--- config.mk ---
export PLATFORM = sky130hd
export DESIGN_NAME = cpu_controller_flat
export DESIGN_NICKNAME = d
export VERILOG_FILES = /design/src/rtl/cpu_pkg.sv /design/src/rtl/cpu_mem_if.sv /design/src/rtl/cpu_instr_decode.sv /design/src/rtl/cpu_controller.sv /design/src/flat_wrapper.sv
export SDC_FILE = /design/constraint.sdc
export NUM_CORES = 1
export LEC_CHECK = 0
export BUFFER_PORTS_ARGS = -buffer_cell sky130_fd_sc_hd__buf_2
export CORE_ASPECT_RATIO = 1.1
export CORE_MARGIN = 4
export CORE_UTILIZATION = 35
export DETAILED_ROUTE_END_ITERATION = 8
export PLACE_DENSITY = 0.7
export SYNTH_ARGS = -nofsm -noshare
export SYNTH_HDL_FRONTEND = slang
export SYNTH_SLANG_ARGS = --single-unit
--- constraint.sdc ---
create_clock -name clk -period 5.25 [get_ports clk]
set_clock_uncertainty 0.05 [all_clocks]
set_input_delay 0.525 -clock clk [delete_from_list [all_inputs] [get_ports clk]]
set_output_delay 0.525 -clock clk [all_outputs]
set_load 0.02 [all_outputs]
--- src/rtl/cpu_pkg.sv ---
// Shared definitions for the multicycle controller: opcodes, ALU op codes,
// FSM state encoding, instruction field positions and an imm8 sign-extender.
package cpu_pkg;

   localparam logic [2:0] OPC_MOV  = 3'b000;
   localparam logic [2:0] OPC_ALU  = 3'b001;
   localparam logic [2:0] OPC_CMP  = 3'b010;
   localparam logic [2:0] OPC_BEQ  = 3'b011;
   localparam logic [2:0] OPC_B    = 3'b100;
   localparam logic [2:0] OPC_HALT = 3'b111;

   localparam logic [1:0] ALU_ADD  = 2'b00;
   localparam logic [1:0] ALU_SUB  = 2'b01;
   localparam logic [1:0] ALU_AND  = 2'b10;
   localparam logic [1:0] ALU_NOTB = 2'b11;

   localparam int OPC_MSB = 15;
   localparam int OPC_LSB = 13;
   localparam int AOP_MSB = 12;
   localparam int AOP_LSB = 11;
   localparam int RD_MSB  = 10;
   localparam int RD_LSB  = 8;
   localparam int RN_MSB  = 7;
   localparam int RN_LSB  = 5;
   localparam int RM_MSB  = 2;
   localparam int RM_LSB  = 0;
   localparam int IMM_MSB = 7;
   localparam int IMM_LSB = 0;

   typedef enum logic [2:0] {
      ST_FETCH, ST_DECODE, ST_READ_A, ST_READ_B,
      ST_EXEC, ST_WB, ST_BRANCH, ST_HALT
   } state_e;

   typedef enum logic [2:0] {
      CLS_MOV, CLS_ALU, CLS_CMP, CLS_BEQ, CLS_B, CLS_HALT, CLS_ILLEGAL
   } instr_cls_e;

   function automatic logic [15:0] sx_imm8(input logic [7:0] imm);
      return {{8{imm[7]}}, imm};
   endfunction

endpackage

--- src/rtl/cpu_mem_if.sv ---
// Instruction-fetch read handshake between the controller (master) and memory.
interface cpu_mem_if #(
   parameter int PC_W = 8
);
   logic            mem_rd;
   logic [PC_W-1:0] mem_addr;
   logic            mem_valid;
   logic [15:0]     mem_rdata;

   modport master (output mem_rd, mem_addr, input mem_valid, mem_rdata);
   modport slave  (input mem_rd, mem_addr, output mem_valid, mem_rdata);
endinterface

--- src/rtl/cpu_instr_decode.sv ---
// Combinational field extraction and opcode classification of the held IR.
module cpu_instr_decode
   import cpu_pkg::*;
(
   input  logic [15:0] ir,
   output instr_cls_e  cls,
   output logic [1:0]  aop,
   output logic [2:0]  rd,
   output logic [2:0]  rn,
   output logic [2:0]  rm,
   output logic [15:0] imm16
);

   logic unused_ir_bits;

   assign aop   = ir[AOP_MSB:AOP_LSB];
   assign rd    = ir[RD_MSB:RD_LSB];
   assign rn    = ir[RN_MSB:RN_LSB];
   assign rm    = ir[RM_MSB:RM_LSB];
   assign imm16 = sx_imm8(ir[IMM_MSB:IMM_LSB]);
   assign unused_ir_bits = ^ir[4:3];

   always_comb begin
      cls = CLS_ILLEGAL;
      case (ir[OPC_MSB:OPC_LSB])
         OPC_MOV:  cls = CLS_MOV;
         OPC_ALU:  cls = CLS_ALU;
         OPC_CMP:  cls = CLS_CMP;
         OPC_BEQ:  cls = CLS_BEQ;
         OPC_B:    cls = CLS_B;
         OPC_HALT: cls = CLS_HALT;
         default:  cls = CLS_ILLEGAL;
      endcase
   end

endmodule

--- src/rtl/cpu_controller.sv ---
// Multicycle control FSM: fetch, decode and sequence the datapath strobes.
// Optional trap on opcodes 101/110 is enabled by CPU_CTRL_ILLEGAL_TRAP_EN.
//
// state     | meaning
// FETCH     | mem_rd high, wait for mem_valid, latch IR, pc+1
// DECODE    | classify IR and pick the instruction path
// READ_A    | rf_rd_num=Rn, load A
// READ_B    | rf_rd_num=Rm, load B
// EXEC      | drive alu_op, load C and Z (CMP forces SUB)
// WB        | write Rd from imm16 (MOV) or C (ALU)
// BRANCH    | pc += sx(imm8) for B, or BEQ with z_flag set
// HALT      | absorbing, all strobes low, halted high
module cpu_controller
   import cpu_pkg::*;
#(
   parameter int              PC_W     = 8,
   parameter logic [PC_W-1:0] RESET_PC = '0
)(
   input  logic        clk,
   input  logic        reset_n,
   cpu_mem_if.master   mem,
   input  logic        z_flag,
   output logic [2:0]  rf_rd_num,
   output logic [2:0]  rf_wr_num,
   output logic        rf_write,
   output logic        load_a,
   output logic        load_b,
   output logic        load_c,
   output logic        load_z,
   output logic [1:0]  alu_op,
   output logic        wb_sel_imm,
   output logic [15:0] imm16,
   output logic        halted,
   output logic        illegal
);

   state_e          state_q, state_d;
   logic [PC_W-1:0] pc_q, pc_d;
   logic [15:0]     ir_q, ir_d;
   logic            run_q;
   logic            mem_rd_s;

   instr_cls_e      cls;
   logic [1:0]      dec_aop;
   logic [2:0]      dec_rd, dec_rn, dec_rm;
   logic [PC_W-1:0] br_off;

   cpu_instr_decode u_dec (
      .ir    (ir_q),
      .cls   (cls),
      .aop   (dec_aop),
      .rd    (dec_rd),
      .rn    (dec_rn),
      .rm    (dec_rm),
      .imm16 (imm16)
   );

   assign br_off       = PC_W'($signed(imm16));
   assign mem.mem_rd   = mem_rd_s;
   assign mem.mem_addr = pc_q;
   assign halted       = (state_q == ST_HALT);

   // run_q keeps mem_rd low during reset and rises one cycle after release
   always_ff @(posedge clk or negedge reset_n) begin
      if (!reset_n) begin
         state_q <= ST_FETCH;
         pc_q    <= RESET_PC;
         ir_q    <= '0;
         run_q   <= 1'b0;
      end else begin
         state_q <= state_d;
         pc_q    <= pc_d;
         ir_q    <= ir_d;
         run_q   <= 1'b1;
      end
   end

   always_comb begin
      state_d    = state_q;
      pc_d       = pc_q;
      ir_d       = ir_q;
      mem_rd_s   = 1'b0;
      rf_rd_num  = '0;
      rf_wr_num  = '0;
      rf_write   = 1'b0;
      load_a     = 1'b0;
      load_b     = 1'b0;
      load_c     = 1'b0;
      load_z     = 1'b0;
      alu_op     = ALU_ADD;
      wb_sel_imm = 1'b0;
      case (state_q)
         ST_FETCH: begin
            mem_rd_s = run_q;
            if (run_q && mem.mem_valid) begin
               ir_d    = mem.mem_rdata;
               pc_d    = pc_q + PC_W'(1);
               state_d = ST_DECODE;
            end
         end
         ST_DECODE: begin
            case (cls)
               CLS_MOV:          state_d = ST_WB;
               CLS_ALU, CLS_CMP: state_d = ST_READ_A;
               CLS_BEQ, CLS_B:   state_d = ST_BRANCH;
               CLS_HALT:         state_d = ST_HALT;
`ifdef CPU_CTRL_ILLEGAL_TRAP_EN
               default:          state_d = ST_HALT;
`else
               default:          state_d = ST_FETCH;
`endif
            endcase
         end
         ST_READ_A: begin
            rf_rd_num = dec_rn;
            load_a    = 1'b1;
            state_d   = ST_READ_B;
         end
         ST_READ_B: begin
            rf_rd_num = dec_rm;
            load_b    = 1'b1;
            state_d   = ST_EXEC;
         end
         ST_EXEC: begin
            alu_op  = (cls == CLS_CMP) ? ALU_SUB : dec_aop;
            load_c  = 1'b1;
            load_z  = 1'b1;
            state_d = (cls == CLS_CMP) ? ST_FETCH : ST_WB;
         end
         ST_WB: begin
            rf_write   = 1'b1;
            rf_wr_num  = dec_rd;
            wb_sel_imm = (cls == CLS_MOV);
            state_d    = ST_FETCH;
         end
         ST_BRANCH: begin
            // pc already points past the branch, so the offset is relative to pc+1
            if (cls == CLS_B || (cls == CLS_BEQ && z_flag))
               pc_d = pc_q + br_off;
            state_d = ST_FETCH;
         end
         default: state_d = ST_HALT;
      endcase
   end

`ifdef CPU_CTRL_ILLEGAL_TRAP_EN
   logic illegal_q;

   always_ff @(posedge clk or negedge reset_n) begin
      if (!reset_n)
         illegal_q <= 1'b0;
      else if (state_q == ST_DECODE && cls == CLS_ILLEGAL)
         illegal_q <= 1'b1;
   end

   assign illegal = illegal_q;
`else
   assign illegal = 1'b0;
`endif

endmodule

--- src/flat_wrapper.sv ---
// flat-port wrapper written by rule: the top's interface ports become plain ports
module cpu_controller_flat import cpu_pkg::*;
#(
   parameter int              PC_W     = 8,
   parameter logic [PC_W-1:0] RESET_PC = '0
)
  (clk, reset_n, z_flag, rf_rd_num, rf_wr_num, rf_write, load_a, load_b, load_c, load_z, alu_op, wb_sel_imm, imm16, halted, illegal, mem_mem_rd, mem_mem_addr, mem_mem_valid, mem_mem_rdata);
  cpu_mem_if #(.PC_W(PC_W)) mem_i ();
  input  logic clk;
  input  logic reset_n;
  input  logic z_flag;
  output logic [2:0] rf_rd_num;
  output logic [2:0] rf_wr_num;
  output logic rf_write;
  output logic load_a;
  output logic load_b;
  output logic load_c;
  output logic load_z;
  output logic [1:0] alu_op;
  output logic wb_sel_imm;
  output logic [15:0] imm16;
  output logic halted;
  output logic illegal;
  output wire logic [$bits(mem_i.mem_rd)-1:0] mem_mem_rd;
  output wire logic [$bits(mem_i.mem_addr)-1:0] mem_mem_addr;
  input wire logic [$bits(mem_i.mem_valid)-1:0] mem_mem_valid;
  input wire logic [$bits(mem_i.mem_rdata)-1:0] mem_mem_rdata;
  assign mem_mem_rd = mem_i.mem_rd;
  assign mem_mem_addr = mem_i.mem_addr;
  assign mem_i.mem_valid = mem_mem_valid;
  assign mem_i.mem_rdata = mem_mem_rdata;
  cpu_controller #(.PC_W(PC_W), .RESET_PC(RESET_PC)) u_core (.clk(clk), .reset_n(reset_n), .mem(mem_i), .z_flag(z_flag), .rf_rd_num(rf_rd_num), .rf_wr_num(rf_wr_num), .rf_write(rf_write), .load_a(load_a), .load_b(load_b), .load_c(load_c), .load_z(load_z), .alu_op(alu_op), .wb_sel_imm(wb_sel_imm), .imm16(imm16), .halted(halted), .illegal(illegal));
endmodule
## Yosys cells after proc, flatten, opt, wreduce, memory -nomap -nowiden

Index checks and enable logic that the tools add are counted.

- Register bits after elaboration: 28
- Input bits: 20
- Output and inout bits: 41
- Word-level logic and storage cells: 55

- $add $sub $neg: 2
- Equality and inequality tests: 19
- Mux-type cells: 18
- Reductions and logical operators: 12

Operators by type and width:

| kind | number |
|---|---|
| one-hot mux 3 bit (6 select lines) | 2 |
| equality test 3 bit (second input constant) | 8 |
| equality test 3 x 2 -> 1 bit (second input constant) | 6 |
| 2-to-1 mux 8 bit | 2 |
| one-hot mux 8 bit (2 select lines) | 1 |
| one-hot mux 3 bit (4 select lines) | 1 |
| equality test 3 x 1 -> 1 bit (second input constant) | 3 |
| logical NOT 3 bit | 3 |
| 2-to-1 mux 3 bit | 3 |
| adder 8 x 1 -> 8 bit (second input constant) | 1 |
| adder 8 bit | 1 |
| 2-to-1 mux 1 bit | 6 |
| one-hot mux 3 bit (2 select lines) | 1 |
| OR reduction 2 bit | 3 |
| 2-to-1 mux 2 bit | 2 |
| != test 2 x 1 -> 1 bit (second input constant) | 2 |
| AND reduction 3 bit | 1 |
| logical AND 1 bit | 2 |
| AND reduction 2 bit | 1 |
| nonzero test 2 bit | 1 |
| logical OR 1 bit | 1 |

## Longest topological paths before layout

- Depth after elaboration: 7
- Depth in mapped cells: 13

## By module

From an unflattened synthesis, not the netlist that was laid out.

- Cells, all modules: 192
- Area, all modules: 1,965.6 um^2

By module, submodules not included:

| module | times used | cells an instance | area each (um^2) |
|---|---|---|---|
| cpu_controller | 1 | 160 | 1,735.4 |
| cpu_instr_decode | 1 | 32 | 230.2 |

## Worst setup path after synthesis

Ideal clock, no wire load.

- Kind: flip-flop to output port
- Start: reg u_core.state_q[1]
- End: out alu_op[0]
- Arrival: 1,898 ps
- Slack: 2,777 ps
- Cell stages (with the launch flop): 4
- Buffers on the path: 1
- Path through: dfrtp_1 -> clkbuf_1 -> nor3b_1 -> a21boi_0

- Word-level cells in the longest chain between the ends: 2

Ends and longest elaborated chain:

| what | line | text |
|---|---|---|
| start, declared | cpu_controller.sv:37 | `state_e state_q, state_d;` |
| start signal, assigned | cpu_controller.sv:71 | `state_q <= state_d;` |
| equality test 3 bit | cpu_controller.sv:92 | `case (state_q)` |
| 2-to-1 mux 2 bit | cpu_controller.sv:92 |  |
| end, declared | flat_wrapper.sv:19 | `output logic [1:0] alu_op;` |

Every way passes these cells.

## Worst setup path after layout

- Start: reg u_core.state_q[2]
- End: reg u_core.pc_q[6] (netlist: u_core.mem.mem_addr[6])

- Word-level cells in the longest chain between the ends: 3
- Elaborated cells on any way between the ends: 7
- Those cells by class: eq/ne (3); mux (1); reduce/logical (3)

Ends and longest elaborated chain:

| what | line | text |
|---|---|---|
| equality test 3 bit or logical NOT 3 bit (tied branches) | cpu_controller.sv:92 |  |
| != test 2 x 1 -> 1 bit (no line) or nonzero test 2 bit (tied branches) | - |  |
| AND reduction 3 bit (no line) | - |  |
| end signal, assigned | cpu_controller.sv:72 | `pc_q <= pc_d;` |
| end, declared | cpu_controller.sv:38 | `logic [PC_W-1:0] pc_q, pc_d;` |

Parallel ways exist; a longest one is shown, timed or not.
A chain may end at the register's enable or synchronous reset.

==> out/qor.yml <==
run_status:
  status: "complete, no violations"
detailed_routing:
  drc_errors: 0
  wl_per_cell_um: 14.2
  dr.first_iter.drc_count: 55
  top_layer_used: "met4"
  met2_length_um: 2030
  via_per_inst: 4.95
  vias: 1346
  ant_nets: 0
  wl_um: 3870
  wl_met3_um: 200
  dr.pass1.iters: 5
  met1Wirelength_um: 1560
pwr:
  p_seq_frac: 0.363
  combinationalPowerShare: 0.498
  power.share.clock: 0.139
  p_per_area_mw_per_mm2: 600
  peakVddDrop_mv: 0.272
  switchingPower_uw: 553
  leakagePower_uw: 0.00102
  p_sw_frac: 0.452
  p_int_uw: 669
floorplan:
  start_util: 0.360
  rows: 27
  dieArea_mm2: 0.00632
  io-pin-count: 61
  die_height_um: 83.0
  core-area_mm2: 0.00497
  die_x_um: 76.1
placed_design:
  dp_slack_ps: 2590
  gp_congestion: 0.905
  io_buffer_count: 59
  place_hpwl_um: 2990
yosys:
  yosysTopAreaCellShare: 0.392
  synth.distinct_cells: 39
  syn_area_mm2: 0.00179
  ys_seq_area_frac: 0.392
  ys.flop_type: "dfrtp_1"
  yosysTopAreaCell: "dfrtp_1"
  synthesis.nets: 205
  ys.warnings.count: 0
  synth_edf_count: 0
  syn_inst: 177
  synthArstFlopShare: 1.00
  synth.area.top_cells: "dfrtp_1 (39%), mux2_2 (10%), buf_4 (8.4%), ha_1 (4.9%), nand2_1 (3.1%)"
  syn_area_per_cell_um2: 10.1
  synth_seq_cells: 28
timing:
  max_freq_mhz: 372
  setup_ws_ps: 2560
  rsz0062_at_grt: "no"
  finalCritPeriodShare: 0.512
  tightest_slew_ps: 926
  setup_viol: 0
  final-max-slew-violation-count: 0
  setup_tns_ps: 0
  hold_viol: 0
  max-slew-margin-rel: 0.383
  fin_crit_ps: 2690
clocking:
  cts_buffers: 3
  root_buffer: "clkbuf_8"
  post_cts_resized: 0
  cts.sinks: 28
  htree_levels: 1
  cts-hold-fix-buffers: 0
  post-cts-setup-buffers: 0
  clk_latency_ps: 270
  clk_pin_slew_worst_paths_ps: 100
  cts_tree: "yes"
  clockBufferDepth: 2
critical_path:
  worstReg2RegStart: "u_core.state_q[2]$_DFFE_PN0P_"
  cp.arrival_ps: 2790
  worstSetupStartpointType: "register"
  critPathMaxFanout: 16
  cp-end-kind: "register"
  crit_path_start: "u_core.state_q[2]$_DFFE_PN0P_"
  required_ps: 5360
  r2r-end: "u_core.mem.mem_addr[6]$_DFFE_PN0P_"
  worstSetupPathType: "reg -> reg"
  worst-r2r-setup-slack_ps: 2560
  reg2reg_depth: 10
  endpoint: "u_core.mem.mem_addr[6]$_DFFE_PN0P_"
global_routing:
  grt_pass1_wl_um: 6570
  grt.overflow.total: 0
  grtUsageTotal: 0.124
  antenna_found_initial: 0
  grt_max_degree: 29
  first_global_vias: 1394
layout:
  drive_gt1_frac: 0.383
  nets: 243
  area_growth_syn_to_layout_pct: 13.9
  n_antenna_cell: 0
min_path:
  min_path_type: "in -> async"
flow_run:
  drv_cap: 0
## worst max-delay path: stages (launching register included)
cell	delay [ps]
dfrtp_1	660
and3_1	390
nand2b_1	90
ha_1	220
inv_1	70
fa_1	200
nor2b_1	70
o31a_1	250
o21ai_0	190
nor3b_1	280
o31ai_2	90
## how the worst min path moves through the flow
stage                                         end
3_5_place_dp   u_core.mem.mem_addr[7]$_DFFE_PN0P_
6_report       u_core.mem.mem_addr[2]$_DFFE_PN0P_
2_1_floorplan          u_core.ir_q[0]$_DFFE_PN0P_
4_1_cts                u_core.ir_q[2]$_DFFE_PN0P_
3_3_place_gp   u_core.mem.mem_addr[7]$_DFFE_PN0P_
5_1_grt                u_core.ir_q[2]$_DFFE_PN0P_
## area by class of cell
class                      instances  area (µm²)
sequential                        28         701
tap                               58        72.6
clock inverter                     1        30.0
inverter                           7        26.3
fill                             503        2930
timing repair buffer              59         295
multi-input combinational        116         871
clock buffer                       3        41.3
## power groups by stage
stage               clock network [µW]  registers, µW  logic (µW)
floorplan                            0            424         541
global placement                     0            446         610
detailed placement                   0            449         616
CTS                                178            445         618
global route                       185            466         671
finish                             170            443         608
## cell usage after synthesis (all sizes together), types with 4 or more instances
cell type,number
o211ai,4
and2,7
a21oi,7
inv,7
ha,7
and3,6
nor2,7
nand2,15
buf,24
nor3b,4
mux2,16
o21ai,9
dfrtp,28
## cells by family (layout without fill, tap and decap cells)
| group | count (synthesis) | count (layout) | share of synthesized area |
|---|---|---|---|
| and+or+nand+nor | 47 | 47 | 0.149 |
| adders and majority gates | 8 | 8 | 0.0602 |
| DFF | 28 | 28 | 0.392 |
| muxes | 16 | 16 | 0.101 |
| other | 2 | 2 | 0.00420 |
| AOI/OAI and AO/OA | 38 | 38 | 0.148 |
| xor gates and xnor gates | 5 | 5 | 0.0245 |
| buffers and inverters | 33 | 70 | 0.121 |
## sequential cells by signal (all words and copies together) (netlist names)
name                 count
u_core.ir_q             16
u_core.state_q           3
u_core.mem.mem_addr      8
u_core.run_q             1
## per-stage QoR
step	utilization	hold slack, ps	instance area (µm²)	total power (µW)	cells
4_1_cts	0.410	225	2040	1240	272
5_1_grt	0.410	250	2040	1320	272
6_report	0.410	206	2040	1220	272
3_3_place_gp	0.396	411	1970	1060	268
2_1_floorplan	-	179	1790	965	177
3_5_place_dp	0.396	413	1970	1070	268
## routing by layer
| layer | track usage | up-vias |
|---|---|---|
| met3 | 0.0315 | 8 |
| met2 | 0.230 | 35 |
| met1 | 0.139 | 635 |
| li1 | - | 668 |
| met5 | 0 | - |
| met4 | 0.0334 | 0 |
## layout by cell type (no fill, tap or decap), drive strengths merged, types with 2 or more instances in the layout
cell type and n:
buf 59, dfrtp 28, mux2 16, nand2 15
o21ai 9, inv 7, nor2 7, and2 7
ha 7, a21oi 7, and3 6, nor3b 4
o211ai 4, a22o 3, xor2 3, clkbuf 3
a21boi 2, nand2b 2, o21bai 2, o21a 2
a211oi 2, a31oi 2, xnor2 2, conb 2
o31ai 2
Power figures use the tool's default switching activity.
